## config.mk

```make
export PLATFORM = sky130hd
export DESIGN_NAME = memwb_pipe_reg
export DESIGN_NICKNAME = d
export VERILOG_FILES = /design/src/rtl/memwb_pipe_reg_pkg.sv /design/src/rtl/memwb_pipe_reg_sat_counter.sv /design/src/rtl/memwb_pipe_reg.sv
export SDC_FILE = /design/constraint.sdc
export NUM_CORES = 1
export LEC_CHECK = 0
export ABC_AREA = 1
export CAP_MARGIN = 20
export CORE_ASPECT_RATIO = 0.9
export CORE_MARGIN = 3
export CORE_UTILIZATION = 40
export CTS_CLUSTER_SIZE = 25
export DETAILED_ROUTE_END_ITERATION = 6
export PLACE_DENSITY = 0.79
export SLEW_MARGIN = 10
export SYNTH_ARGS = -nofsm -noshare
export SYNTH_HDL_FRONTEND = slang
export SYNTH_SLANG_ARGS = --single-unit
```

## constraint.sdc

```tcl
create_clock -name clk -period 3.7 [get_ports clk]
set_input_delay 0.74 -clock clk [delete_from_list [all_inputs] [get_ports clk]]
set_output_delay 0.74 -clock clk [all_outputs]
set_load 0.005 [all_outputs]
```

## src/rtl/memwb_pipe_reg_pkg.sv

```systemverilog
// Shared types for the MEM/WB pipeline register: default field widths, entry-count
// state encoding and the packed entry layout.
package memwb_pipe_reg_pkg;

  localparam int DATA_W_DEF = 16;
  localparam int REG_AW_DEF = 3;

  localparam logic [1:0] EMPTY = 2'd0;
  localparam logic [1:0] ONE   = 2'd1;
  localparam logic [1:0] TWO   = 2'd2;

  typedef enum logic [1:0] {
    ST_EMPTY = EMPTY,
    ST_ONE   = ONE,
    ST_TWO   = TWO
  } stateT;

  typedef struct packed {
    logic                  regWrite;
    logic                  memToReg;
    logic [DATA_W_DEF-1:0] readData;
    logic [DATA_W_DEF-1:0] aluResult;
    logic [REG_AW_DEF-1:0] writeReg;
  } memwbEntryT;

endpackage

```

## src/rtl/memwb_pipe_reg_sat_counter.sv

```systemverilog
// Saturating up-counter: increments on inc, sticks at all-ones, cleared only by rst.
module sat_counter #(
  parameter int WIDTH = 16
) (
  input  logic             clk,
  input  logic             rst,
  input  logic             inc,
  output logic [WIDTH-1:0] count
);

  always_ff @(posedge clk or posedge rst) begin
    if (rst) begin
      count <= '0;
    end else if (inc && (count != '1)) begin
      count <= count + 1'b1;
    end
  end

endmodule

```

## src/rtl/memwb_pipe_reg.sv

```systemverilog
// MEM/WB pipeline register with valid/ready handshake, cache-hit capture gate, flush,
// miss-stall counter and pre-muxed writeback data. Define MEMWB_SKID_EN for the
// two-entry skid buffer with a registered in_ready; otherwise a single entry is held.
module memwb_pipe_reg
  import memwb_pipe_reg_pkg::*;
#(
  parameter int DATA_W = 16,
  parameter int REG_AW = 3,
  parameter int CNT_W  = 16
) (
  input  logic              clk,
  input  logic              rst,
  input  logic              in_valid,
  output logic              in_ready,
  input  logic              hit,
  input  logic              flush,
  input  logic              reg_write_in,
  input  logic              mem_to_reg_in,
  input  logic [DATA_W-1:0] read_data_in,
  input  logic [DATA_W-1:0] alu_result_in,
  input  logic [REG_AW-1:0] write_reg_in,
  output logic              out_valid,
  input  logic              out_ready,
  output logic              reg_write_out,
  output logic              mem_to_reg_out,
  output logic [DATA_W-1:0] read_data_out,
  output logic [DATA_W-1:0] alu_result_out,
  output logic [REG_AW-1:0] write_reg_out,
  output logic [DATA_W-1:0] wb_data_out,
  output logic [CNT_W-1:0]  stall_count
);

  typedef struct packed {
    logic              regWrite;
    logic              memToReg;
    logic [DATA_W-1:0] readData;
    logic [DATA_W-1:0] aluResult;
    logic [REG_AW-1:0] writeReg;
  } entryT;

  entryT inEntry, headQ, headD;
  stateT stateQ, stateD;
  logic  push, pop;

  assign inEntry = {reg_write_in, mem_to_reg_in, read_data_in, alu_result_in, write_reg_in};

  assign out_valid = (stateQ != ST_EMPTY);
  assign push      = in_valid & hit & in_ready & ~flush;
  assign pop       = out_valid & out_ready;

  // Gating with out_valid keeps a stale head from ever reaching the register file.
  assign reg_write_out  = headQ.regWrite & out_valid;
  assign mem_to_reg_out = headQ.memToReg;
  assign read_data_out  = headQ.readData;
  assign alu_result_out = headQ.aluResult;
  assign write_reg_out  = headQ.writeReg;
  assign wb_data_out    = headQ.memToReg ? headQ.readData : headQ.aluResult;

`ifdef MEMWB_SKID_EN
  entryT tailQ, tailD;
  logic  inReadyQ;

  // A lone head that is back-pressured stays put; the new entry parks in the tail.
  always_comb begin
    stateD = stateQ;
    headD  = headQ;
    tailD  = tailQ;
    if (flush) begin
      stateD = ST_EMPTY;
    end else begin
      case (stateQ)
        ST_EMPTY: begin
          if (push) begin
            headD  = inEntry;
            stateD = ST_ONE;
          end
        end
        ST_ONE: begin
          if (push && pop) begin
            headD = inEntry;
          end else if (push) begin
            tailD  = inEntry;
            stateD = ST_TWO;
          end else if (pop) begin
            stateD = ST_EMPTY;
          end
        end
        ST_TWO: begin
          if (pop) begin
            headD  = tailQ;
            stateD = ST_ONE;
          end
        end
        default: stateD = ST_EMPTY;
      endcase
    end
  end

  always_ff @(posedge clk or posedge rst) begin
    if (rst) begin
      tailQ    <= '0;
      inReadyQ <= 1'b1;
    end else begin
      tailQ    <= tailD;
      inReadyQ <= (stateD != ST_TWO);
    end
  end

  assign in_ready = inReadyQ;
`else
  always_comb begin
    stateD = stateQ;
    headD  = headQ;
    if (flush) begin
      stateD = ST_EMPTY;
    end else begin
      case (stateQ)
        ST_EMPTY: begin
          if (push) begin
            headD  = inEntry;
            stateD = ST_ONE;
          end
        end
        ST_ONE: begin
          if (push) begin
            headD = inEntry;
          end else if (pop) begin
            stateD = ST_EMPTY;
          end
        end
        default: stateD = ST_EMPTY;
      endcase
    end
  end

  assign in_ready = ~out_valid | out_ready;
`endif

  always_ff @(posedge clk or posedge rst) begin
    if (rst) begin
      stateQ <= ST_EMPTY;
      headQ  <= '0;
    end else begin
      stateQ <= stateD;
      headQ  <= headD;
    end
  end

  sat_counter #(.WIDTH(CNT_W)) stallCounter (
    .clk  (clk),
    .rst  (rst),
    .inc  (in_valid & ~hit),
    .count(stall_count)
  );

endmodule

```

* Yosys cells after proc, flatten, opt, wreduce, memory -nomap -nowiden *
Index checks and enable logic that the tools add are counted.

storage, ports and cells
  bits in registers = 55
  input port bits = 43
  output and inout bits = 71
  word-level logic and storage cells = 35

cells by class
  add/sub/neg operators = 1
  equal/unequal tests = 5
  muxes and demuxes = 6
  bitwise gates (word level) = 10
  reduce and logical (&&, ||, !) cells = 6

operator list
  kind                                                             count
  16-bit by 1-bit adder with 16-bit output, second input constant  1
  16-bit two-way mux                                               1
  16-bit != test, second input constant                            1
  3-bit != test, second input constant                             3
  2-bit two-way mux                                                4
  1-bit bitwise AND                                                6
  3-bit AND reduction                                              2
  2-bit case mux with 2 select lines                               1
  1-bit inverter                                                   3
  2-bit by 1-bit == test with 1-bit output, second input constant  1
  2-bit zero test                                                  1
  2-bit nonzero test                                               1
  2-bit OR reduction                                               1
  1-bit logical AND                                                1
  1-bit OR                                                         1

* Longest topological paths before layout *
Gate-level depths: netlist (run 1).

  word-level depth = 8
  depth in mapped cells = 8
  mapped depth without buffers = 8

* By module *
From an unflattened synthesis (run 1), not the netlist that was laid out.

second synthesis, totals
  cells, all modules = 379
  area, all modules = 3,311.9 um^2

modules (own cells, without submodules)
  module          instances  cells an instance  area each (um^2)  seq. area each (um^2)
  memwb_pipe_reg  1          229                2,242.2           950.9
  sat_counter     1          150                1,069.8           400.4

* Worst setup path before layout (run 1) *
No wires, ideal clock.

  kind = input -> output
  start = in out_ready
  end = out in_ready
  data arrival time = 851 ps
  required time = 2,960 ps
  path slack = 2,109 ps
  stages = 2
  buffers on the path = 0
  cells stage by stage = inv_1 > nand2_1

on the way
  word-level cells in the longest chain between the ends = 1

RTL lines
  element             RTL line               source
  start: declaration  memwb_pipe_reg.sv:23   input logic out_ready,
  1-bit OR            memwb_pipe_reg.sv:136  assign in_ready = ~out_valid | out_ready;
  end: declaration    memwb_pipe_reg.sv:14   output logic in_ready,

Every way passes these cells.

* Final worst setup path (run 1) *
  start = reg headQ (netlist bit mem_to_reg_out)
  end = out wb_data_out[2]

on the way
  word-level cells in the longest chain between the ends = 1

RTL lines
  element                   RTL line               source
  start: declaration        memwb_pipe_reg.sv:41   entryT inEntry, headQ, headD;
  start signal: assignment  memwb_pipe_reg.sv:142  headQ <= '0;
  start signal: assignment  memwb_pipe_reg.sv:145  headQ <= headD;
  16-bit two-way mux        memwb_pipe_reg.sv:57   assign wb_data_out = headQ.memToReg ? headQ.readData : headQ.aluResult;
  end: declaration          memwb_pipe_reg.sv:29   output logic [DATA_W-1:0] wb_data_out,

Every way passes these cells.

==> impl.org, run 1 <==
** Worst setup path
- CP Data Arrival Time :: 2.06 ns
- Ordered cell list for the critical path :: nand2_1 > o21ai_0 > clkdlybuf4s50_1
- In this run the critical register-to-register path is captured at alu_result_out[12]$_DFFE_PP0P_.
- The setup check on the worst reg-to-reg path leaves a slack of 1.94 ns.
- Cell family with most CP delay :: flip-flops
- Along the worst path, the maximum fanout reaches 34.
- Max incr delay on CP :: 0.96 ns
- Worst R2R Path Depth :: 5
- The worst setup path is launched from a flip-flop.
- The worst setup path is captured at an output pin.
- Count of buffering cells on the critical path with inverters included :: 1
- Critical R2R Launch :: stateQ[0]$_DFFE_PP0P_
- Slowest CP cell :: sky130_fd_sc_hd__dfrtp_1
- The setup path with the least slack is of type flip-flop to output pin.
- Data on the critical path is required at its endpoint by 2.96 ns.

** Pwr
- The clock network burns 23.1% of the power.
- Peak supply drop :: 341 µV
- Part of the total power dissipated in combinational logic :: 30.9%
- Internal power consumption :: 1200 µW
- Of the total power, registers draw 46.0%.
- Net switching power :: 469 µW
- Switching Fraction :: 28.0%
- Total power draw :: 1670 µW
- Summed over all cells, the static leakage comes to 0.00188 µW.
- Total power divided by cell area :: 418 nW/µm²

** Clocking
- Maximum buffer depth of the clock tree :: 2
- In this run, post-CTS hold repair placed 0 buffers.
- CTS saw 54 sinks.
- The clock tree synthesis step divided the H-tree into 2 levels.
- TritonCTS built the clock tree.
- Clock tree synthesis selected as its root buffer the cell sky130_fd_sc_hd__clkbuf_8.
- Post-CTS Repair Setup Buffers :: 0
- After clock tree synthesis, the repair step resized 0 gates.
- Clock-pin slew was measured on the worst setup and hold paths at 0.09 ns.
- Clock latency on the worst-skew pair, taken at its later pin, is 0.30 ns.
- Number of buffers added by the clock tree synthesis step :: 5

** Job
- The tool flagged a number of max-cap violations equal to 0.

** Global routing
- First-pass GRT wire length :: 11,200 µm
- The via count of the first global-routing pass was 2,538.
- Entering global routing, the biggest net connects 36 pins.
- The initial antenna violation count is 0.
- Gr ovfl total :: 0
- Overall track demand over capacity in global routing :: 16.8%

** Floorplan
- Total number of placement rows :: 28
- Count of pins on the block boundary :: 114
- Measured along the x axis, the die boundary spans 96.3 µm.
- Die Height :: 87.3 µm
- The core region is 6830 µm².
- Area of the die :: 8400 µm²
- The initial utilization of the core area, before any placement, comes to 43.0%.

** Detailed routing
- For this run, design rule violations remaining after detail routing come to 0.
- The count of nets left with antenna violations once routing finished came out at 0.
- Wire length reported by the detailed router :: 6840 µm
- After detailed routing, the number of vias per cell comes to 4.63.
- Routed wire length per instance :: 12.5 µm
- Detailed-routing iteration count for the pre-antenna-repair pass :: 4
- The first routing iteration left 97 violations.
- Detailed-route via count :: 2,539

** Logic synthesis
- Number of warning messages in the yosys log :: 0
- Net Count, Synth :: 426
- Part of the Yosys area used for sequential elements :: 46.0%
- The cell count after synthesis came out at 382.
- EDFF count, synth :: 0
- The synthesized design contains 54 register bits.
- Post-Syn Area :: 2940 µm²
- Number of distinct library cells after synthesis :: 20
- Async S/R FF share, synth :: 100%
- A synthesized cell averages 7.68 µm².
- For this run, the leading register cell type out of synthesis is sky130_fd_sc_hd__dfrtp_1.

** Place
- Input and output buffers added on the ports amount to 113.
- Summed over all nets, the half-perimeter wirelength after detailed placement is 5290 µm.
- At the end of routability-driven placement, the weighted congestion stood at 0.859.

** Worst hold path
- The path class of the tightest hold or removal check is flip-flop to flip-flop.
- Start point of the worst hold path :: write_reg_out[1]$_DFFE_PP0P_
- Hold-critical path endpoint :: write_reg_out[1]$_DFFE_PP0P_
- The worst hold path passes through 2 cells.

** Finish
- Number of nets in the layout :: 502
- FF/Latch Area :: 1350 µm²
- Leaving out fill and tap cells, the most frequent cells in the layout are sky130_fd_sc_hd__clkdlybuf4s50_1 (113), sky130_fd_sc_hd__nand2_1 (108), sky130_fd_sc_hd__dfrtp_1 (54).
- In the final layout, the multi-input gates occupy 1070 µm².
- The layout has 624 filler cells.
- Fraction of final layout cells sized beyond drive strength 1 :: 5.24%
- The repair_antennas step left the layout with diodes totalling 0.
- From synthesis to final layout, the design area changed by 36.4%.
- Leading cell type in the layout, fill and taps excluded :: sky130_fd_sc_hd__clkdlybuf4s50_1

** STA
- Measured against its own limit, the worst slew margin works out to 38.0%.
- The total count of hold-check failures in the final report came to 0.
- Setup violations remaining at the end of the flow were counted as 0.
- Setup repair after global routing left no endpoint under its margin.
- In the final timing run, aggregate negative setup slack is 0 ns.
- FMAX :: 357 MHz
- In the finished design, the share of the clock period the worst path needs comes to 75.8%.
- The worst path in the final design needs a cycle of 2.80 ns, including I/O delays and setup.
- Clk_skew :: 0.00537 ns
- Final max-slew violation count :: 0
- For the pin with the worst max-slew slack, the measured transition is 0.929 ns.

** Status
- The run finished with clean final reports.
logic make-up (layout without fill, tap and decap cells):
group                    Yosys count  count (layout)  synth area share [%]
adder cells (fa/ha/maj)            1               1                 0.426
XOR/XNOR                           7               7                  2.09
buffers and inverters            100             176                  17.8
AO/OA/AOI/OAI                     55              55                  9.38
flip-flops                        54              54                  46.0
AND/OR/NAND/NOR                  165             165                  24.3
Yosys cell counts (2+ instances only):
| library cell | count | share of area [%] |
|---|---|---|
| sky130_fd_sc_hd__a21oi_1 | 18 | 3.1 |
| sky130_fd_sc_hd__buf_2 | 6 | 1.0 |
| sky130_fd_sc_hd__buf_4 | 35 | 9.0 |
| sky130_fd_sc_hd__clkbuf_1 | 5 | 0.64 |
| sky130_fd_sc_hd__dfrtp_1 | 54 | 46 |
| sky130_fd_sc_hd__inv_1 | 53 | 6.8 |
| sky130_fd_sc_hd__nand2_1 | 108 | 14 |
| sky130_fd_sc_hd__nand2_2 | 4 | 0.85 |
| sky130_fd_sc_hd__nand3_1 | 10 | 1.7 |
| sky130_fd_sc_hd__nand3b_1 | 3 | 0.77 |
| sky130_fd_sc_hd__nand4_1 | 2 | 0.43 |
| sky130_fd_sc_hd__nor2_1 | 30 | 3.8 |
| sky130_fd_sc_hd__nor2_2 | 3 | 0.64 |
| sky130_fd_sc_hd__nor2_4 | 4 | 1.5 |
| sky130_fd_sc_hd__o21ai_0 | 37 | 6.3 |
| sky130_fd_sc_hd__xnor2_1 | 3 | 0.90 |
| sky130_fd_sc_hd__xor2_1 | 4 | 1.2 |
registers in the layout, indices dropped and copies added (netlist names):
signal	flops
read_data_out	16
write_reg_out	3
alu_result_out	16
mem_to_reg_out	1
stateQ	1
stallCounter.count	16
headQ	1
power by group through the flow:
stage	logic (µW)	clock network, µW	registers (µW)
floorplan	277	0	751
global placement	510	0	778
detailed placement	527	0	780
CTS	527	403	770
global route	579	429	787
finish	517	386	770
metal layers:
metal / part of all wire, % / wire length (µm) / global-route usage [%] / vias up
met2: 47 / 3250 / 29.8 / 82
met4: 1.2 / 85 / 4.71 / 0
met3: 7.7 / 525 / 3.72 / 7
met1: 44 / 2980 / 20.3 / 1168
li1: - / - / - / 1282
met5: 0 / 0 / 0 / -
through the flow:
step / cell area, µm² / hold slack [ns] / utilization (%) / setup WS (ns) / instances
2_1_floorplan: 2940 / 0.453 / - / 1.65 / 382
3_5_place_dp: 3900 / 0.480 / 57.0 / 1.11 / 541
6_report: 4000 / 0.494 / 58.6 / 0.895 / 548
4_1_cts: 4000 / 0.502 / 58.6 / 0.839 / 548
3_3_place_gp: 3880 / 0.473 / 56.7 / 1.14 / 540
5_1_grt: 4000 / 0.544 / 58.6 / 0.672 / 548
worst max-delay path by stage:
| stage | startpoint | to | slack (ns) | cells after the start |
|---|---|---|---|---|
| after floorplan | rst | alu_result_out[0]$_DFFE_PP0P_ | 1.65 | 1 |
| after global placement | out_ready | in_ready | 1.14 | 4 |
| after detailed placement | out_ready | alu_result_out[12]$_DFFE_PP0P_ | 1.11 | 7 |
| after CTS | mem_to_reg_out$_DFFE_PP0P_ | wb_data_out[2] | 0.84 | 3 |
| after global routing | mem_to_reg_out$_DFFE_PP0P_ | wb_data_out[2] | 0.67 | 3 |
| final | mem_to_reg_out$_DFFE_PP0P_ | wb_data_out[2] | 0.90 | 3 |
worst min-delay path, delay by kind of cell (launching register included):
kind | cells | cell delay [ns]
flops | 1 | 0.35
simple gates | 1 | 0.05
compound gates | 1 | 0.06
final cells by class:
cell class              count  share of cell area [%]
clock buffers               5                    1.72
clock inverters             2                   0.969
inverters                  53                    4.97
multi-input cells         228                    26.7
flip-flops and latches     54                    33.8
well taps                  90                    2.81
repair buffers            116                    29.1
Note: power is estimated with default switching activity, not from simulation.
==> inputs of run 2 (changes only) <==
clock period = 2.7 ns   (was 3.7 ns; I/O delays follow)
==> run 2 against run 1 <==
Clock skew increased by 0.0027 ns. Wire length increased by 1.2%. First-iteration DRC count decreased by 16%. Clock-buffer cell count increased by 1. Sequential share of layout area decreased by 0.14 points. Register-to-register slack got worse by 0.78 ns. Critical path depth unchanged. Largest power group unchanged.
==> impl.org, run 2 (synthesis gave the netlist of run 1 again) <==
** Status
- The run finished with clean final reports.

** Worst setup path
- The endpoint identified for the worst register-to-register timing path is stallCounter.count[3]$_DFFE_PP0P_.
- Max incr delay on CP :: 0.54 ns (-0.42 ns)
- Register-to-register path setup slack :: 1.16 ns (-0.78 ns)
- Critical path startpoint category :: flip-flop
- Ordered cell list for the critical path :: buf_12 > o21ai_0 > clkdlybuf4s50_1
- The slowest stage of the critical path belongs to the cell sky130_fd_sc_hd__dfrtp_1.
- The worst endpoint data arrival time was 1.79 ns (-0.27 ns).
- The number of cells on the worst reg-to-reg path is 7 (+2).
- Count of buffering cells on the critical path with inverters included :: 2 (+1)
- STA classifies the critical path endpoint as an output pin.
- Crit path kind :: flip-flop to output pin
- The highest fanout seen on the critical path came to 22 (-35%).
- Crit path required time :: 2.16 ns (-0.80 ns)
- Cell family with most CP delay :: buffers and inverters
- Critical R2R Launch :: stallCounter.count[1]$_DFFE_PP0P_

** Worst hold path
- The path with the worst hold slack has its endpoint at write_reg_out[2]$_DFFE_PP0P_.
- Hold/Removal Path Class :: flip-flop to flip-flop
- In this run the most critical hold path is launched from write_reg_out[2]$_DFFE_PP0P_.
- Cell depth of the worst hold path :: 2 (unchanged)

** STA
- The clock skew is 0.00807 ns (+0.00269 ns).
- Min cycle time layout :: 2.33 ns
- The total count of hold-check failures in the final report came to 0 (unchanged).
- Setup repair after global routing missed its margin :: no
- Derived from the worst setup path, the maximum achievable clock frequency is 430 MHz.
- The worst max-slew margin expressed relative to the limit is 64.5% (+27 points).
- Worst-Margin Slew :: 0.531 ns (-0.398 ns)
- The max-slew violation count was 0 (unchanged).
- Final sum of negative setup slack :: 0 ns (unchanged)
- Final Setup Violations :: 0 (unchanged)
- Crit share post-route :: 86.2%

** Place
- The post-DP HPWL was 5350 µm (+1.1%).
- Number of cells after detailed placement :: 541 (unchanged)
- The final estimated routing congestion in global placement was 0.823 (-4.3%).
- The number of port buffers is 113 (unchanged).

** Floorplan
- Horiz. Die Dim :: 96.3 µm (unchanged)
- The die height was 87.3 µm (unchanged).
- Starting density of the core :: 43.0% (unchanged)
- The site row count was 28 (unchanged).
- The number of primary I/O pins came to 114 (unchanged).
- Core footprint :: 6830 µm² (unchanged)
- The overall die area is 8400 µm² (unchanged).

** Clocking
- The clock-pin slew on the worst setup and hold paths is 0.10 ns (about the same).
- Source-to-sink clock delay at the later pin of the worst-skew pair :: 0.30 ns (about the same)
- H-tree levels :: 2 (unchanged)
- The clock sink count came to 54 (unchanged).
- The number of hold buffers added after CTS is 0 (unchanged).
- Post_cts resized :: 0 (unchanged)
- Post-CTS Repair Setup Buffers :: 0 (unchanged)
- TritonCTS built the clock tree.
- CTS Root Cell :: sky130_fd_sc_hd__clkbuf_8
- The number of buffers inserted during clock tree synthesis came to 5 (unchanged).
- The number of buffers between clock root and the deepest sink was 2 (unchanged).

** Finish
- The library cell used most frequently in the layout, excluding fill and tap cells, is sky130_fd_sc_hd__clkdlybuf4s50_1.
- Area Growth Syn to Fin :: 37.0%
- In the layout the commonest cells are sky130_fd_sc_hd__clkdlybuf4s50_1 (113), sky130_fd_sc_hd__nand2_1 (108), sky130_fd_sc_hd__dfrtp_1 (54).
- Diodes inserted :: 0 (unchanged)
- Fraction of final layout cells sized beyond drive strength 1 :: 5.45% (+0.21 points)
- Area occupied by multi-input gates :: 1070 µm² (unchanged)
- The net count reported at finish came to 502 (unchanged).
- The final instance count without filler cells is 549 (+0.18%).
- The fill cell total of the finished layout was 623 (-0.16%).
- The area occupied by registers was 1350 µm² (unchanged).

** Detailed routing
- The number of nets with antenna violations after detailed routing came to 0 (unchanged).
- The number of detailed-route iterations in the first pass is 4 (unchanged).
- The vias after detailed routing came to 2,551 (+0.47%).
- The detailed router's first-iteration violation count was 81 (-16%).
- Number of remaining DRC errors :: 0 (unchanged)
- The routed wirelength normalized by instance count was 12.6 µm (+1.0%).
- The post-detailed-routing wire length was 6920 µm (+1.2%).
- Via density per instance :: 4.65 (+0.29%)

** Job
- The number of max-cap violations came to 0 (unchanged).

** Pwr
- The maximum VDD drop is 344 µV (+0.79%).
- The total leakage power came to 0.00189 µW (+0.23%).
- The power density over cell area was 560 nW/µm² (+34%).

** Global routing
- Overall track demand over capacity in global routing :: 16.6% (-0.23 points)
- The via count of the first global-routing pass was 2,383 (-6.1%).
- Gr ovfl total :: 0 (unchanged)
- First-pass GRT wire length :: 11,000 µm (-1.8%)
- Pin count of the biggest net entering global routing :: 75 (+110%)
- The initial antenna violation count was 0 (unchanged).
run 2: cell count changes in the layout (fill, tap and decap cells not counted):
cell and delta:
sky130_fd_sc_hd__buf_4 -2, sky130_fd_sc_hd__clkinv_4 -1, sky130_fd_sc_hd__buf_12 +2, sky130_fd_sc_hd__inv_6 +1, sky130_fd_sc_hd__clkbuf_8 +1, sky130_fd_sc_hd__bufinv_16 -1, sky130_fd_sc_hd__clkinvlp_4 +1
run 2: cell type report:
class                           count  area share [%]
Clock buffer                        6            2.05
Clock inverter                      2           0.405
Inverter                           53            4.95
Multi-Input combinational cell    228            26.5
Sequential cell                    54            33.6
Tap cell                           90            2.80
Timing Repair Buffer              116            29.6
run 2: layer usage:
metal	track usage (%)	vias up	routed length, µm
met5	0	-	0
met4	2.80	0	35
met3	4.24	4	565
met2	28.7	89	3330
met1	21.1	1180	2990
li1	-	1278	-
run 2: worst register-to-register path, delay by kind of cell, from the launching register on:
| kind | cells | cell delay (ns) |
|---|---|---|
| simple gates | 6 | 0.82 |
| flops | 1 | 0.43 |
| fa+ha+maj | 1 | 0.24 |
run 2: metrics by stage:
stage | setup WS (ns) | total power (µW) | hold slack [ns] | util (%) | instance area (µm²)
6_report | 0.372 | 2250 | 0.492 | 58.8 | 4020
3_3_place_gp | 0.550 | 1780 | 0.473 | 57.4 | 3920
3_5_place_dp | 0.549 | 1800 | 0.474 | 57.4 | 3920
4_1_cts | 0.326 | 2290 | 0.500 | 58.8 | 4020
5_1_grt | 0.205 | 2400 | 0.519 | 58.8 | 4020
2_1_floorplan | 0.845 | 1410 | 0.453 | - | 2940
run 2: power by group:
part / switching [µW] / leakage (µW) / total (µW) / internal (µW)
Clock: 262 / 0.0000478 / 473 / 212
Sequential: 116 / 0.000666 / 1040 / 929
Combinational: 274 / 0.00117 / 732 / 459
run 2: how the worst max path moves through the flow:
| stage | endpoint | slack, ns | from | cells after the start |
|---|---|---|---|---|
| final | wb_data_out[1] | 0.37 | mem_to_reg_out$_DFFE_PP0P_ | 3 |
| after floorplan | alu_result_out[0]$_DFFE_PP0P_ | 0.85 | rst | 1 |
| after CTS | wb_data_out[1] | 0.33 | mem_to_reg_out$_DFFE_PP0P_ | 3 |
| after global placement | in_ready | 0.55 | out_ready | 4 |
| after global routing | wb_data_out[1] | 0.21 | mem_to_reg_out$_DFFE_PP0P_ | 3 |
| after detailed placement | in_ready | 0.55 | out_ready | 4 |
==> inputs of run 3 (changes only) <==
PLACE_DENSITY = 0.77   (was 0.79)
SYNTH_HIERARCHICAL = 1   (was default)
==> run 3 against run 2 <==
Combinational power is 21% higher. Core utilization is 4.8 points lower. Wire length is 19% higher. Largest power group unchanged. Clock skew is 0.0047 ns higher. Power is 13% higher. Worst hold slack worse by 0.0027 ns. Largest cell class is now multi-input combinational cells.
==> impl.org, run 3 <==
** Worst setup path
- Critical R2R Launch :: stallCounter/count[0]$_DFFE_PP0P_
- R2R Path End :: stallCounter/count[9]$_DFFE_PP0P_
- The worst endpoint data arrival time came to 1.71 ns (-0.08 ns).
- Endpoint class of the critical path :: output pin
- Register-to-register path setup slack :: 0.96 ns (-0.20 ns)
- Crit path kind :: flip-flop to output pin
- STA classifies the critical path startpoint as a flip-flop.
- Crit path required time :: 2.16 ns (about the same)
- Max FO, Critical Path :: 9 (-59%)
- The number of cells on the worst reg-to-reg path is 8 (+1).

** Logic synthesis
- Most instantiated library cell after synthesis :: sky130_fd_sc_hd__nand2_1
- Top cells by count, synth :: sky130_fd_sc_hd__nand2_1 (131), sky130_fd_sc_hd__dfrtp_1 (54), sky130_fd_sc_hd__nand4_1 (42)
- The synthesized design spends more area on one cell type than any other, namely sky130_fd_sc_hd__dfrtp_1.
- The number of enable flip-flop cells after synthesis is 0 (unchanged).
- The mean cell area of the mapped netlist was 8.74 µm² (+14%).
- Fraction of post-synthesis cell area in the top cell type by area :: 40.8% (-5.2 points)
- Ranked by total cell area, the synthesized netlist is headed by sky130_fd_sc_hd__dfrtp_1 (41%), sky130_fd_sc_hd__nand2_1 (15%), sky130_fd_sc_hd__buf_4 (8.2%), sky130_fd_sc_hd__nand4_1 (7.9%), sky130_fd_sc_hd__mux2_4 (4.1%).
- For this run, the leading register cell type out of synthesis is sky130_fd_sc_hd__dfrtp_1.
- Number of cells produced by synthesis :: 379 (-0.79%)
- The netlist area before placement was 3310 µm² (+13%).
- The number of synthesized register bits came to 54 (unchanged).
- The count of unique library cells instantiated by Yosys came to 27 (+35%).
- Number of warning messages in the yosys log :: 6 (+6)
- The part of the Yosys area used for sequential elements is 40.8% (-5.2 points).
- Net Count, Synth :: 423 (-0.70%)
- The share of synthesized registers carrying an async set or reset was 100% (unchanged).

** Finish
- The final instance count without filler cells came to 549 (unchanged).
- Number of nets in the layout :: 496 (-1.2%)
- Area Growth Syn to Fin :: 27.4%
- Diodes inserted :: 0 (unchanged)
- FF/Latch Area :: 1350 µm² (unchanged)
- The fill cell total of the finished layout was 757 (+22%).
- Leaving out fill and tap cells, the most frequent cell in the layout is sky130_fd_sc_hd__nand2_1.
- Post-layout utilization of the core :: 54.0% (-4.8 points)
- The fraction of final layout cells with drive strength greater than 1 came to 12.8% (+7.4 points).
- Area occupied by multi-input gates :: 1370 µm² (+28%)
- The top cell types in the final layout, fill and taps aside, are sky130_fd_sc_hd__nand2_1 (131), sky130_fd_sc_hd__clkdlybuf4s50_1 (113), sky130_fd_sc_hd__dfrtp_1 (54).

** Floorplan
- The site row count is 30 (+7.1%).
- The starting utilization of the core area came to 42.4% (-0.55 points).
- Core footprint :: 7810 µm² (+14%)
- Horiz. Die Dim :: 102 µm (+5.8%)
- The number of primary I/O pins is 114 (unchanged).
- The die height came to 92.3 µm (+5.8%).
- The overall die area came to 9410 µm² (+12%).

** Worst hold path
- Hold-critical path endpoint :: write_reg_out[2]$_DFFE_PP0P_
- Cell depth of the worst hold path :: 2 (unchanged)
- The worst hold path begins at write_reg_out[2]$_DFFE_PP0P_.
- Hold/Removal Path Class :: flip-flop to flip-flop

** Detailed routing
- The number of detailed-route iterations in the first pass is 4 (unchanged).
- The detailed router's first-iteration violation count is 100 (+23%).
- The vias after detailed routing came to 2,764 (+8.3%).
- Via density per instance :: 5.03 (+8.3%)
- The number of nets with antenna violations after detailed routing is 0 (unchanged).
- Routed wire length per instance :: 14.9 µm (+19%)
- Number of remaining DRC errors :: 0 (unchanged)
- The post-detailed-routing wire length came to 8210 µm (+19%).

** STA
- Setup repair after global routing left no endpoint under its margin.
- Min cycle time layout :: 2.25 ns (-0.0819 ns)
- Worst Setup Slack, final :: 0.454 ns (+0.0819 ns)
- Hold slack :: 0.489 ns (-0.00267 ns)
- The worst max-slew margin expressed relative to the limit came to 58.5% (-6.0 points).
- FMAX :: 445 MHz (+3.6%)
- Final Setup Violations :: 0 (unchanged)
- Final max-slew violation count :: 0 (unchanged)
- Worst-Margin Slew :: 0.621 ns (+0.0901 ns)
- The share of the cycle needed by the critical path after routing came to 83.2% (-3.0 points).
- The total count of hold-check failures in the final report is 0 (unchanged).
- The setup TNS after final layout is 0 ns (unchanged).
- Clk_skew :: 0.0128 ns (+0.00469 ns)

** Global routing
- Gr ovfl total :: 0 (unchanged)
- The all-layer global routing usage is 17.4% (+0.85 points).
- Vias in the first global route :: 2,657 (+11%)
- Pin count of the biggest net entering global routing :: 40 (-47%)
- The initial antenna violation count is 0 (unchanged).
- First-pass GRT wire length :: 13,200 µm (+20%)

** Job
- The number of max-cap violations was 0 (unchanged).

** Place
- The placed cell count was 541 (unchanged).
- Pre-CTS WS :: 0.388 ns (-0.161 ns)
- Final RePlAce weighted congestion :: 0.814 (-1.0%)
- Count of port buffers added during placement :: 113 (unchanged)
- Final HPWL DP :: 6040 µm (+13%)

** Clocking
- Post-CTS Repair Setup Buffers :: 0 (unchanged)
- Post_cts resized :: 0 (unchanged)
- The clock-pin slew on the worst setup and hold paths is 0.11 ns (about the same).
- CTS Hold Bufs :: 0 (unchanged)
- The number of buffers between clock root and the deepest sink was 2 (unchanged).
- TritonCTS clock tree :: built
- H-tree levels :: 2 (unchanged)
- The clock insertion delay at the later pin of the skew report is 0.31 ns (about the same).
- The clock sink count is 54 (unchanged).
- Number of buffers added by the clock tree synthesis step :: 5 (unchanged)
- CTS Root Cell :: sky130_fd_sc_hd__clkbuf_8

** Status
- Outcome :: finished clean

** Pwr
- Total power divided by cell area :: 601 nW/µm² (+7.4%)
- Peak supply drop :: 266 µV (-23%)
- The total leakage power is 0.00192 µW (+1.6%).
[run 3: cell types whose count changed after synthesis, sizes merged]
cell,delta
nand4,+39
inv,-31
nand2,+29
o21ai,-27
a21oi,-17
mux2,+16
nor2,-14
buf,+9
clkbuf,-3
xor2,-2
nand3b,-1
xnor2,-1
[run 3: power breakdown]
group,switching [µW],internal (µW)
clock,280,282
combinational,334,552
sequential,145,944
[run 3: how the worst max path moves through the flow]
stage / from / endpoint / slack, ns / cells after the start
after floorplan: mem_to_reg_out$_DFFE_PP0P_ / wb_data_out[0] / 1.20 / 3
after global placement: out_ready / alu_result_out[4]$_DFFE_PP0P_ / 0.38 / 7
after detailed placement: out_ready / read_data_out[6]$_DFFE_PP0P_ / 0.39 / 7
after CTS: mem_to_reg_out$_DFFE_PP0P_ / wb_data_out[8] / 0.45 / 3
after global routing: mem_to_reg_out$_DFFE_PP0P_ / wb_data_out[8] / 0.38 / 3
final: mem_to_reg_out$_DFFE_PP0P_ / wb_data_out[8] / 0.45 / 3
[run 3: worst max-delay path, cell delays in order, from the launching register on]
cell and delay, ns:
sky130_fd_sc_hd__dfrtp_1 0.36, sky130_fd_sc_hd__buf_4 0.20, sky130_fd_sc_hd__mux2_2 0.35, sky130_fd_sc_hd__clkdlybuf4s50_1 0.48
[run 3: cell type report]
| class | instances | share of cell area, % |
|---|---|---|
| Sequential cell | 54 | 32.0 |
| Inverter | 22 | 2.02 |
| Multi-Input combinational cell | 250 | 32.5 |
| Timing Repair Buffer | 119 | 27.9 |
| Clock buffer | 5 | 1.63 |
| Tap cell | 96 | 2.85 |
| Clock inverter | 3 | 1.13 |
[run 3: through the flow]
stage | instance area (µm²) | total power (µW)
finish | 4220 | 2540
global route | 4220 | 2690
CTS | 4220 | 2570
detailed placement | 4100 | 2000
global placement | 4100 | 1970
floorplan | 3310 | 1600
[run 3: routing by layer]
metal | routed length, µm | global-route usage [%] | vias up | part of all wire, %
met5 | 0 | 0 | - | 0
met4 | 53 | 3.83 | 0 | 0.65
met3 | 494 | 2.94 | 5 | 6.0
met2 | 4130 | 29.2 | 93 | 50
met1 | 3530 | 23.6 | 1320 | 43
li1 | - | - | 1346 | -
[run 3: cells by family (layout without fill, tap and decap cells)]
group,Yosys count,count (layout),synth area share (%)
AOI/OAI and AO/OA,11,11,2.34
adders and majority gates,1,1,0.378
and+or+nand+nor,218,218,31.1
DFF,54,54,40.8
muxes,16,16,6.46
buffers and inverters,75,149,17.8
xor gates and xnor gates,4,4,1.06
